## src/rtl/stopwatch_core_if.sv

```systemverilog
// Control pulses into the stopwatch and the display/status it reports back.
// The master side drives the pulses; the core is the slave.
interface stopwatch_core_if;
  logic        start_stop;
  logic        lap;
  logic        clear;
  logic [15:0] disp;
  logic        running;
  logic        paused;
  logic        lap_active;
  logic        tick;
  logic        overflow;

  modport master (
    output start_stop, lap, clear,
    input  disp, running, paused, lap_active, tick, overflow
  );

  modport slave (
    input  start_stop, lap, clear,
    output disp, running, paused, lap_active, tick, overflow
  );
endinterface

```

## src/rtl/stopwatch_core.sv

```systemverilog
// MM:SS BCD stopwatch with run/pause/lap control and a TICK_DIV-cycle prescaler.
// WRAP selects rollover at 99:59 or saturation into PAUSE.
module stopwatch_core #(
  parameter int TICK_DIV = 100000,
  parameter bit WRAP     = 1'b1
) (
  input  logic             clk,
  input  logic             reset,
  stopwatch_core_if.slave  bus
);
  localparam int PW = $clog2(TICK_DIV);
  localparam logic [PW-1:0] PRESC_TOP = PW'(TICK_DIV - 1);

  typedef enum logic [1:0] {IDLE, RUN, LAP, PAUSE} state_t;

  state_t      state_reg, state_next;
  logic [15:0] count_reg, count_next;
  logic [PW-1:0] presc_reg, presc_next;
  logic [15:0] disp_reg, disp_next;
  logic        running_reg, paused_reg, lap_active_reg;
  logic        tick_reg, tick_next;
  logic        overflow_reg, overflow_next;
  logic [15:0] count_inc;
  logic        count_rolls;
  logic        counting;

  // One-second BCD increment with the 9/5/9/9 digit limits.
  always_comb begin
    count_inc   = count_reg;
    count_rolls = 1'b0;
    if (count_reg[3:0] != 4'd9) begin
      count_inc[3:0] = count_reg[3:0] + 4'd1;
    end else begin
      count_inc[3:0] = 4'd0;
      if (count_reg[7:4] != 4'd5) begin
        count_inc[7:4] = count_reg[7:4] + 4'd1;
      end else begin
        count_inc[7:4] = 4'd0;
        if (count_reg[11:8] != 4'd9) begin
          count_inc[11:8] = count_reg[11:8] + 4'd1;
        end else begin
          count_inc[11:8] = 4'd0;
          if (count_reg[15:12] != 4'd9) begin
            count_inc[15:12] = count_reg[15:12] + 4'd1;
          end else begin
            count_inc[15:12] = 4'd0;
            count_rolls      = 1'b1;
          end
        end
      end
    end
  end

  always_comb begin
    state_next    = state_reg;
    count_next    = count_reg;
    presc_next    = presc_reg;
    disp_next     = disp_reg;
    tick_next     = 1'b0;
    overflow_next = 1'b0;

    // A saturated count stops the prescaler so no further tick can occur.
    counting = ((state_reg == RUN) || (state_reg == LAP)) &&
               !((WRAP == 1'b0) && (count_reg == 16'h9959));

    if (counting) begin
      if (presc_reg == PRESC_TOP) begin
        presc_next = '0;
        count_next = count_inc;
        tick_next  = 1'b1;
        if (WRAP == 1'b1) overflow_next = count_rolls;
        else              overflow_next = (count_inc == 16'h9959);
      end else begin
        presc_next = presc_reg + 1'b1;
      end
    end

    case (state_reg)
      IDLE: begin
        if (bus.start_stop) state_next = RUN;
      end
      RUN: begin
        if (bus.start_stop) state_next = PAUSE;
        else if (bus.lap)   state_next = LAP;
      end
      LAP: begin
        if (bus.start_stop) state_next = PAUSE;
        else if (bus.lap)   state_next = RUN;
      end
      PAUSE: begin
        if (bus.clear) begin
          state_next = IDLE;
          count_next = '0;
          presc_next = '0;
        end else if (bus.start_stop) begin
          state_next = RUN;
        end
      end
      default: state_next = IDLE;
    endcase

    if ((WRAP == 1'b0) && overflow_next) state_next = PAUSE;

    // Entering LAP captures the count; staying in LAP keeps it frozen.
    if (!((state_reg == LAP) && (state_next == LAP))) disp_next = count_next;
  end

  always_ff @(posedge clk or posedge reset) begin
    if (reset) begin
      state_reg      <= IDLE;
      count_reg      <= '0;
      presc_reg      <= '0;
      disp_reg       <= '0;
      running_reg    <= 1'b0;
      paused_reg     <= 1'b0;
      lap_active_reg <= 1'b0;
      tick_reg       <= 1'b0;
      overflow_reg   <= 1'b0;
    end else begin
      state_reg      <= state_next;
      count_reg      <= count_next;
      presc_reg      <= presc_next;
      disp_reg       <= disp_next;
      running_reg    <= (state_next == RUN) || (state_next == LAP);
      paused_reg     <= (state_next == PAUSE);
      lap_active_reg <= (state_next == LAP);
      tick_reg       <= tick_next;
      overflow_reg   <= overflow_next;
    end
  end

  assign bus.disp       = disp_reg;
  assign bus.running    = running_reg;
  assign bus.paused     = paused_reg;
  assign bus.lap_active = lap_active_reg;
  assign bus.tick       = tick_reg;
  assign bus.overflow   = overflow_reg;
endmodule

```

## src/flat_wrapper.sv

```systemverilog
// flat-port wrapper written by rule: the top's interface ports become plain ports
module stopwatch_core_flat 
#(
  parameter int TICK_DIV = 100000,
  parameter bit WRAP     = 1'b1
)
  (clk, reset, bus_start_stop, bus_lap, bus_clear, bus_disp, bus_running, bus_paused, bus_lap_active, bus_tick, bus_overflow);
  stopwatch_core_if bus_i ();
  input  logic clk;
  input  logic reset;
  input wire logic [$bits(bus_i.start_stop)-1:0] bus_start_stop;
  input wire logic [$bits(bus_i.lap)-1:0] bus_lap;
  input wire logic [$bits(bus_i.clear)-1:0] bus_clear;
  output wire logic [$bits(bus_i.disp)-1:0] bus_disp;
  output wire logic [$bits(bus_i.running)-1:0] bus_running;
  output wire logic [$bits(bus_i.paused)-1:0] bus_paused;
  output wire logic [$bits(bus_i.lap_active)-1:0] bus_lap_active;
  output wire logic [$bits(bus_i.tick)-1:0] bus_tick;
  output wire logic [$bits(bus_i.overflow)-1:0] bus_overflow;
  assign bus_i.start_stop = bus_start_stop;
  assign bus_i.lap = bus_lap;
  assign bus_i.clear = bus_clear;
  assign bus_disp = bus_i.disp;
  assign bus_running = bus_i.running;
  assign bus_paused = bus_i.paused;
  assign bus_lap_active = bus_i.lap_active;
  assign bus_tick = bus_i.tick;
  assign bus_overflow = bus_i.overflow;
  stopwatch_core #(.TICK_DIV(TICK_DIV), .WRAP(WRAP)) u_core (.clk(clk), .reset(reset), .bus(bus_i));
endmodule
```

## config.mk

```make
export PLATFORM = sky130hd
export DESIGN_NAME = stopwatch_core_flat
export DESIGN_NICKNAME = d
export VERILOG_FILES = /design/src/rtl/stopwatch_core_if.sv /design/src/rtl/stopwatch_core.sv /design/src/flat_wrapper.sv
export SDC_FILE = /design/constraint.sdc
export NUM_CORES = 1
export LEC_CHECK = 0
export ABC_AREA = 1
export CORE_ASPECT_RATIO = 1.1
export CORE_MARGIN = 3
export CORE_UTILIZATION = 50
export CTS_CLUSTER_DIAMETER = 30
export CTS_CLUSTER_SIZE = 25
export DETAILED_ROUTE_END_ITERATION = 12
export GPL_ROUTABILITY_DRIVEN = 0
export PLACE_DENSITY = 0.84
export SLEW_MARGIN = 20
export SYNTH_ARGS = -nofsm -noshare
export SYNTH_HDL_FRONTEND = slang
export SYNTH_SLANG_ARGS = --single-unit
```

## constraint.sdc

```tcl
create_clock -name clk -period 1.9 [get_ports clk]
set_clock_uncertainty 0.15 [all_clocks]
set_input_delay 0.285 -clock clk [delete_from_list [all_inputs] [get_ports clk]]
set_output_delay 0.285 -clock clk [all_outputs]
set_load 0.05 [all_outputs]
```

=== Word-level counts from Yosys, hierarchy flattened ===
Cells that the tools add are included.

* $add $sub $neg: 5
* Eq/ne operators: 11
* Muxes and demuxes: 30
* Reductions and logical operators: 4

{| class="wikitable"
|+ Operators with widths
! kind !! number
|-
| 17-bit two-way mux || 4
|-
| 16-bit two-way mux || 4
|-
| 4-bit two-way mux || 5
|-
| 17-bit by 1-bit adder with 17-bit output (second input constant) || 1
|-
| 17-bit equality test (second input constant) || 1
|-
| 4-bit by 1-bit adder with 4-bit output (second input constant) || 4
|-
| 12-bit two-way mux || 1
|-
| 2-bit two-way mux || 6
|-
| 4-bit != test (second input constant) || 3
|-
| 2-bit equality test (second input constant) || 4
|-
| 1-bit two-way mux || 8
|-
| 8-bit two-way mux || 1
|-
| 2-bit case mux with 4 select lines || 1
|-
| 2-bit by 1-bit equality test with 1-bit output (second input constant) || 2
|-
| 4-bit by 3-bit != test with 1-bit output (second input constant) || 1
|-
| 2-bit zero test || 1
|-
| 1-bit logical OR || 2
|-
| 1-bit logical AND || 1
|}

* Flip-flop bits (word level): 56
* Bits of input ports: 5

=== Depth between registers and ports, before layout ===
Gate-level depths: netlist of run 1.

* Depth after elaboration: 9
* Mapped depth: 12
* Gate-level depth less buffers: 11

=== Least setup slack after synthesis of run 1 ===
OpenSTA, ideal clock, no wires.

* Path type: register -> register
* From: reg u_core.state_reg[1]
* To: reg u_core.disp_reg[0] (netlist: u_core.bus.disp[0])
* Data arrival time: 1.771 ns
* Data required time: 1.614 ns
* Slack: -0.157 ns
* Cell stages (with the launch flop): 10
* Path buffers: 1
* Clock period less this slack: 2.057 ns
* Cell sequence: dfrtp_1 > inv_1 > ha_1 > nor2_1 > o32ai_1 > ha_1 > nand2_1 > inv_1 > clkbuf_1 > o21ai_0

* Word-level cells in the longest chain between the ends: 5
* Elaborated cells on any way between the ends: 17
* Classes of those cells: eq/ne (4); mux (10); reduce/logical (3)

{| class="wikitable"
|+ Ends and longest elaborated chain
! what !! line !! source
|-
| start, declared || stopwatch_core.sv:16 || <nowiki>state_t state_reg, state_next;</nowiki>
|-
| start signal, assigned || stopwatch_core.sv:120 || <nowiki>state_reg <= state_next;</nowiki>
|-
| 2-bit two-way mux, on equally long branches || -- ||
|-
| 2-bit two-way mux, on equally long branches || stopwatch_core.sv:91, stopwatch_core.sv:83, stopwatch_core.sv:87 ||
|-
| 2-bit case mux with 4 select lines * || stopwatch_core.sv:78 || <nowiki>case (state_reg)</nowiki>
|-
| via u_core.state_next[1] || stopwatch_core.sv:16 ||
|-
| 2-bit equality test * || stopwatch_core.sv:105 || <nowiki>if (!((state_reg == LAP) && (state_next == LAP))) disp_next = count_next;</nowiki>
|-
| 1-bit logical AND * || stopwatch_core.sv:105 ||
|-
| end signal, assigned || stopwatch_core.sv:123 || <nowiki>disp_reg <= disp_next;</nowiki>
|-
| end, declared || stopwatch_core.sv:19 || <nowiki>logic [15:0] disp_reg, disp_next;</nowiki>
|}

Mark *: on every way through the listed nets, which the timed path passes. The rest lies on a longest branch.
A chain may end at the register's enable or synchronous reset.

=== Worst setup path after layout of run 1 ===
* From: reg u_core.state_reg[1]
* To: reg u_core.disp_reg[11] (netlist: u_core.bus.disp[11])

* Word-level cells in the longest chain between the ends: 5
* Elaborated cells on any way between the ends: 17
* Classes of those cells: eq/ne (4); mux (10); reduce/logical (3)

{| class="wikitable"
|+ Ends and longest elaborated chain
! what !! line !! source
|-
| 2-bit two-way mux, or another cell as far along || stopwatch_core.sv:80, stopwatch_core.sv:95 ||
|-
| 2-bit two-way mux, or another cell as far along || stopwatch_core.sv:91 || <nowiki>if (bus.clear) begin</nowiki>
|-
| 2-bit case mux with 4 select lines / 16-bit two-way mux (equally long branches) || stopwatch_core.sv:78, stopwatch_core.sv:66 ||
|-
| 2-bit equality test / 16-bit two-way mux (equally long branches) || stopwatch_core.sv:105, stopwatch_core.sv:91 ||
|-
| 1-bit logical AND / 16-bit two-way mux (equally long branches) || stopwatch_core.sv:105, stopwatch_core.sv:78 ||
|}

Several ways; a longest one is shown, not always the timed one.

==> impl_metrics.yaml, run 1 <==
status:
  outcome: "complete, but fails checks"
  violations: "negative setup slack"
clock_network:
  cts_buffers: 5
  cts_buffer_depth: 2
  ctsHoldBuffers: 0
  clock_latency_ns: 0.31
  clkTransAtPathRegs_ns: 0.10
  root_buffer: "clkbuf_8"
  htreeDepth: 2
  clock-sinks: 56
  cts_tree: "yes"
sta:
  rsz0062_at_grt: "yes"
  worst_slack_ns: -0.255
  worstMarginPinSlew_ns: 0.516
  final_hold_viol_count: 0
  fmax_ghz: 0.464
  fin_crit_sh: 1.13
  setup_viol_count_final: 51
  slew_violations: 0
  period_minus_slack_ns: 2.16
  max-slew-margin-rel: 0.656
yosys:
  synthTopCellsByArea: "dfrtp_1 (49%), nand2_1 (11%), inv_1 (6.2%)"
  synth_top_area_share: 0.494
  synth_top_area_cell: "dfrtp_1"
  synthCells: 355
  ys_seq_area_frac: 0.494
  netlist_area_um2: 2830
  syn_area_per_cell_um2: 7.98
  ys_ff_latch: 56
  synth_nets: 367
  synth_warnings: 0
  yosysUniqueCellTypes: 34
worst_setup_path:
  path_max_fanout: 5
  reg2reg_from: "u_core.state_reg[1]"
  cp-end-kind: "register"
  reg2reg_slack_ns: -0.26
  worstPathArrival_ns: 2.25
  worstReg2RegEnd: "u_core.bus.disp[11]"
  critPathRequiredTime_ns: 2.00
  criticalPathCategory: "reg2reg"
  reg2regPathDepth: 11
  crit_path_start_kind: "register"
routing:
  wire_per_inst_um: 16.1
  wirelength_mm: 7.93
  firstDrtPassIters: 4
  wl_met3_um: 316
  drcViolationCount: 0
  num_vias: 2685
  drt_iter0_markers: 247
  top_layer: "met4"
  wl_met1_mm: 2.94
  final_antenna_net_count: 0
  wl_met2_mm: 4.45
  viasPerCell: 5.46
finish:
  fin_nets: 430
  instances_no_fill: 492
  drive_above_1_share: 0.338
  fin_area_um2: 3960
  fin_util: 0.729
  area_delta_synth_final_pct: 39.6
  largest_reg_flops: 17
  n_antenna_cell: 0
power:
  clkPwrFrac: 0.169
  power_density_nw_per_um2: 1120
  p_leak_nw: 2.06
  max-vdd-ir-drop_mv: 0.945
  power_mw: 4.44
  internal_power_mw: 2.69
  p_comb_frac: 0.447
  p_sw_mw: 1.75
  switching_share: 0.394
  p_seq_frac: 0.384
global_route:
  grt_pass1_vias: 2418
  grt_pass1_wl_mm: 10.6
  grtUsageTotal: 0.199
  antenna_found_initial: 0
  overflow: 0
  grt_max_degree: 42
floorplan:
  die_h_um: 85.0
  core_um2: 5430
  ios: 26
  die_w_um: 77.8
  start_util: 0.522
  dieArea_um2: 6610
  std_cell_rows: 28
placed_design:
  placed_cells: 472
  port-buffer-count: 25
  placed_area_um2: 3340
  preCtsSetupSlack_ns: -0.357
  hpwl_mm: 4.29
flow_run:
  cap_viol_max_count: 0
hold_path:
  hp-class: "in2async"
[power groups by stage]
stage	combinational (mW)	clock, mW	sequential, mW
after floorplan	0.698	0	1.82
after detailed placement	1.43	0	1.67
final	1.98	0.753	1.71
after global routing	2.12	0.793	1.73
after global placement	1.36	0	1.65
after CTS	1.53	0.761	1.65
[critical path, cell delays in order (launching register included)]
cell and delay, ns:
dfrtp_1 0.45, inv_2 0.11, ha_4 0.19, a21oi_2 0.15, a22oi_2 0.07, a31oi_1 0.23, ha_2 0.27, nand2_4 0.08
inv_6 0.10, clkbuf_16 0.16, nand2_2 0.05, nand2_1 0.06
[placed cells by master (no fill, tap or decap), types with 3 or more instances in the layout]
cell type,n
and3_1,5
dfrtp_1,55
nand4_1,15
inv_2,10
nand2_4,4
clkbuf_8,5
nand2_1,68
nand2_2,15
and2_1,3
nor3_1,8
nor2_4,8
clkdlybuf4s50_1,6
nor2_2,8
nor4_1,3
a21oi_1,4
a21oi_2,3
nand3_1,26
nor2_1,27
ha_4,4
inv_1,41
clkbuf_16,4
buf_6,5
buf_12,5
nand3_2,7
buf_4,41
xor2_1,5
o21ai_2,8
[cell families (layout without fill, tap and decap cells)]
kind of cell | count (synthesis) | in the layout | share of synthesized area
fa+ha+maj | 7 | 7 | 0.0309
simple gates | 201 | 201 | 0.323
xor+xnor | 8 | 8 | 0.0247
buf+inv | 62 | 124 | 0.0870
flops | 56 | 56 | 0.494
compound gates | 21 | 21 | 0.0402
[how the worst max path moves through the flow]
| stage | from | end | slack (ns) |
|---|---|---|---|
| 2_1_floorplan | u_core.state_reg[1] | u_core.bus.disp[0] | 0.005 |
| 3_3_place_gp | bus_lap | u_core.bus.disp[0] | -0.20 |
| 3_5_place_dp | bus_lap | u_core.bus.disp[0] | -0.36 |
| 4_1_cts | u_core.state_reg[0] | u_core.bus.disp[0] | -0.12 |
| 5_1_grt | u_core.state_reg[1] | u_core.bus.disp[9] | -0.32 |
| 6_report | u_core.state_reg[1] | u_core.bus.disp[11] | -0.26 |
[metal layers]
metal | up-vias | GRT usage
met5 | - | 0
met4 | 0 | 0.0502
met3 | 25 | 0.0329
met2 | 91 | 0.367
met1 | 1308 | 0.238
li1 | 1261 | -
[what timing repair did]
action / CTS / global route
buffers inserted: 1 / 7
cloned: 1 / 5
endpoints found under the setup margin: 23 / 52
pin swaps: 2 / 25
resized for setup: 12 / 80
[cell usage after synthesis (all sizes together)]
cell type	n
a21oi	7
a22oi	1
a31oi	1
and2	3
and3	5
buf	5
clkbuf	3
clkinv	1
dfrtp	56
ha	7
inv	53
nand2	87
nand3	33
nand3b	1
nand4	15
nor2	43
nor3	9
nor3b	1
nor4	3
o21ai	10
o22ai	1
o32ai	1
or2	1
xnor2	2
xor2	6
[stage by stage]
stage	setup TNS, ns	hold slack (ns)
floorplan	0	0.275
global placement	-2.75	0.316
detailed placement	-5.51	0.325
CTS	-2.17	0.116
global route	-10.17	0.135
finish	-6.79	0.111
[cell type report]
| cell class | count | area (µm²) |
|---|---|---|
| clock inverters | 1 | 30.0 |
| inverters | 54 | 210 |
| well taps | 75 | 93.8 |
| flip-flops and latches | 56 | 1400 |
| fillers | 355 | 1470 |
| clock buffers | 5 | 68.8 |
| multi-input cells | 237 | 1470 |
| repair buffers | 64 | 679 |
Note: power is estimated with default switching activity, not from simulation.
==> run 2: changes to the inputs <==
--- a/config.mk
+++ b/config.mk
@@ -6,6 +6,7 @@
 export NUM_CORES = 1
 export LEC_CHECK = 0
 export ABC_AREA = 1
+export CAP_MARGIN = 10
 export CORE_ASPECT_RATIO = 1.1
 export CORE_MARGIN = 3
 export CORE_UTILIZATION = 50
@@ -14,6 +15,8 @@
 export DETAILED_ROUTE_END_ITERATION = 12
 export GPL_ROUTABILITY_DRIVEN = 0
 export PLACE_DENSITY = 0.84
+export REMOVE_ABC_BUFFERS = 1
+export SETUP_SLACK_MARGIN = 0.02
 export SLEW_MARGIN = 20
 export SYNTH_ARGS = -nofsm -noshare
 export SYNTH_HDL_FRONTEND = slang
==> impl_metrics.yaml, run 2 (synthesized netlist as in run 1, its figures left out) <==
worst_setup_path:
  reg2reg_slack_ns: -0.17
  reg2regPathDepth: 10
  worst_path_max_delay_cell: "dfrtp_2"
  cp-end-kind: "register"
  path_cells: "inv_2 -> ha_2 -> a21oi_2 -> a22oi_2 -> a31oi_1 -> ha_2 -> nand2_4 -> buf_4 -> nand3_1 -> nand2_2"
  worstPathArrival_ns: 2.14
  critical_path_cell_count: 10
  crit_path_start_kind: "register"
  cpPeakStageDelay_ns: 0.44
  reg2reg_from: "u_core.state_reg[0]"
  worstReg2RegEnd: "u_core.bus.disp[1]"
  criticalPathCategory: "reg2reg"
  crit_path_frequent_cell: "ha_2"
  path_max_fanout: 3
  critPathRequiredTime_ns: 1.96
  critical_path.top_delay_family: "adder cells"
  critical_path_buf_inv_count: 2
global_route:
  met1_usage: 0.227
  use_met3: 0.0414
  grt_pass1_wl_mm: 10.7
  overflow: 0
  grt_max_degree: 27
  antenna_found_initial: 0
  grt_pass1_vias: 2478
  use_met2: 0.370
  top_usage_layer: "met2"
  grtUsageTotal: 0.200
finish:
  layout_common_cells: "nand2_1 (76), dfrtp_1 (54), inv_1 (41), buf_4 (41), nor2_1 (36)"
  nFillCells: 394
  n_antenna_cell: 0
  layout_commonest_cell: "nand2_1"
  fin_nets: 421
  fin_area_um2: 3660
  drive_above_1_share: 0.273
  instances_no_fill: 485
  largest_reg_flops: 17
  area_delta_synth_final_pct: 29.0
routing:
  wirelength_mm: 6.38
  wire_per_inst_um: 13.2
  drcViolationCount: 0
  num_vias: 2507
  drt_iter0_markers: 243
  final_antenna_net_count: 0
  viasPerCell: 5.17
  firstDrtPassIters: 5
placed_design:
  preCtsSetupSlack_ns: -0.321
  placed_area_um2: 3290
  hpwl_mm: 4.34
  placed_cells: 470
  port-buffer-count: 25
power:
  power_mw: 3.95
  max-vdd-ir-drop_mv: 0.842
  p_leak_nw: 1.96
  power_density_nw_per_um2: 1080
sta:
  slew_violations: 0
  final_hold_viol_count: 0
  fin_setup_tns_ns: -2.44
  fin_crit_sh: 1.09
  fmax_ghz: 0.482
  worstMarginPinSlew_ns: 0.495
  setup_viol_count_final: 17
  worst_slack_ns: -0.175
  rsz0062_at_grt: "yes"
  max-slew-margin-rel: 0.672
  period_minus_slack_ns: 2.07
clock_network:
  cts_buffer_depth: 2
  clock-sinks: 56
  clock_latency_ns: 0.31
  root_buffer: "clkbuf_8"
  ctsHoldBuffers: 0
  clkTransAtPathRegs_ns: 0.10
  htreeDepth: 2
  cts_tree: "yes"
  cts_buffers: 5
floorplan:
  die_w_um: 77.8
  die_h_um: 85.0
  dieArea_um2: 6610
  start_util: 0.522
  std_cell_rows: 28
  ios: 26
  core_um2: 5430
flow_run:
  cap_viol_max_count: 0
status:
  violations: "negative setup slack"
  outcome: "complete, but fails checks"
hold_path:
  hp-class: "in2async"
==> run 2: cell types whose count changed in the layout (fill, tap and decap cells not counted), moves of 3 or more <==
cell | previous run | this run
nand3_2 | 7 | 3
nor2_2 | 8 | 5
o21ai_0 | 1 | 5
nand2_2 | 15 | 8
nand3_1 | 26 | 29
clkbuf_16 | 4 | 1
o21ai_2 | 8 | 3
nand2_1 | 68 | 76
nor2_1 | 27 | 36
nor2_4 | 8 | 2
==> run 2: worst max-delay path by stage <==
stage / startpoint / to / slack [ns]
floorplan: u_core.state_reg[1] / u_core.bus.disp[0] / -0.34
CTS: u_core.state_reg[1] / u_core.bus.disp[15] / -0.07
finish: u_core.state_reg[0] / u_core.bus.disp[1] / -0.17
detailed placement: bus_start_stop / u_core.bus.disp[0] / -0.32
global placement: bus_clear / u_core.bus.disp[0] / -0.23
global route: u_core.state_reg[0] / u_core.bus.disp[7] / -0.26
==> run 2: through the flow <==
step | hold WS (ns) | util
after CTS | 0.126 | 0.643
after global placement | 0.316 | 0.607
after floorplan | 0.298 | -
final | 0.117 | 0.673
after detailed placement | 0.318 | 0.607
after global routing | 0.137 | 0.673
==> run 2: repair_timing <==
action,4_1_cts,5_1_grt
gates cloned,2,1
pin swaps,7,13
setup endpoints to repair,29,41
gates resized for setup,23,36
buffers inserted,3,2
==> run 2: cell type report <==
type / count / area [µm²] / area share
Tap cell: 75 / 93.8 / 0.0257
Clock buffer: 6 / 82.6 / 0.0226
Inverter: 54 / 208 / 0.0568
Sequential cell: 56 / 1400 / 0.384
Clock inverter: 2 / 10.0 / 0.00274
Multi-Input combinational cell: 237 / 1350 / 0.370
Timing Repair Buffer: 55 / 505 / 0.138
==> run 2: power breakdown <==
part	switching [mW]	internal (mW)	total, mW
clock	0.372	0.292	0.664
sequential	0.248	1.44	1.69
combinational	0.914	0.685	1.60
total	1.53	2.42	3.95
==> run 2: layer usage <==
| metal | wire length (µm) | share of wire | vias up |
|---|---|---|---|
| met5 | 0 | 0 | - |
| met4 | 103 | 0.016 | 0 |
| met3 | 272 | 0.043 | 13 |
| met2 | 3470 | 0.54 | 58 |
| met1 | 2530 | 0.40 | 1195 |
| li1 | - | - | 1241 |
==> run 2: worst reg2reg max path, cell delays in order, from the launching register on <==
cell and delay [ns]:
dfrtp_2 0.44, inv_2 0.08, ha_2 0.22, a21oi_2 0.13, a22oi_2 0.07, a31oi_1 0.25, ha_2 0.26, nand2_4 0.08
buf_4 0.16, nand3_1 0.10, nand2_2 0.05
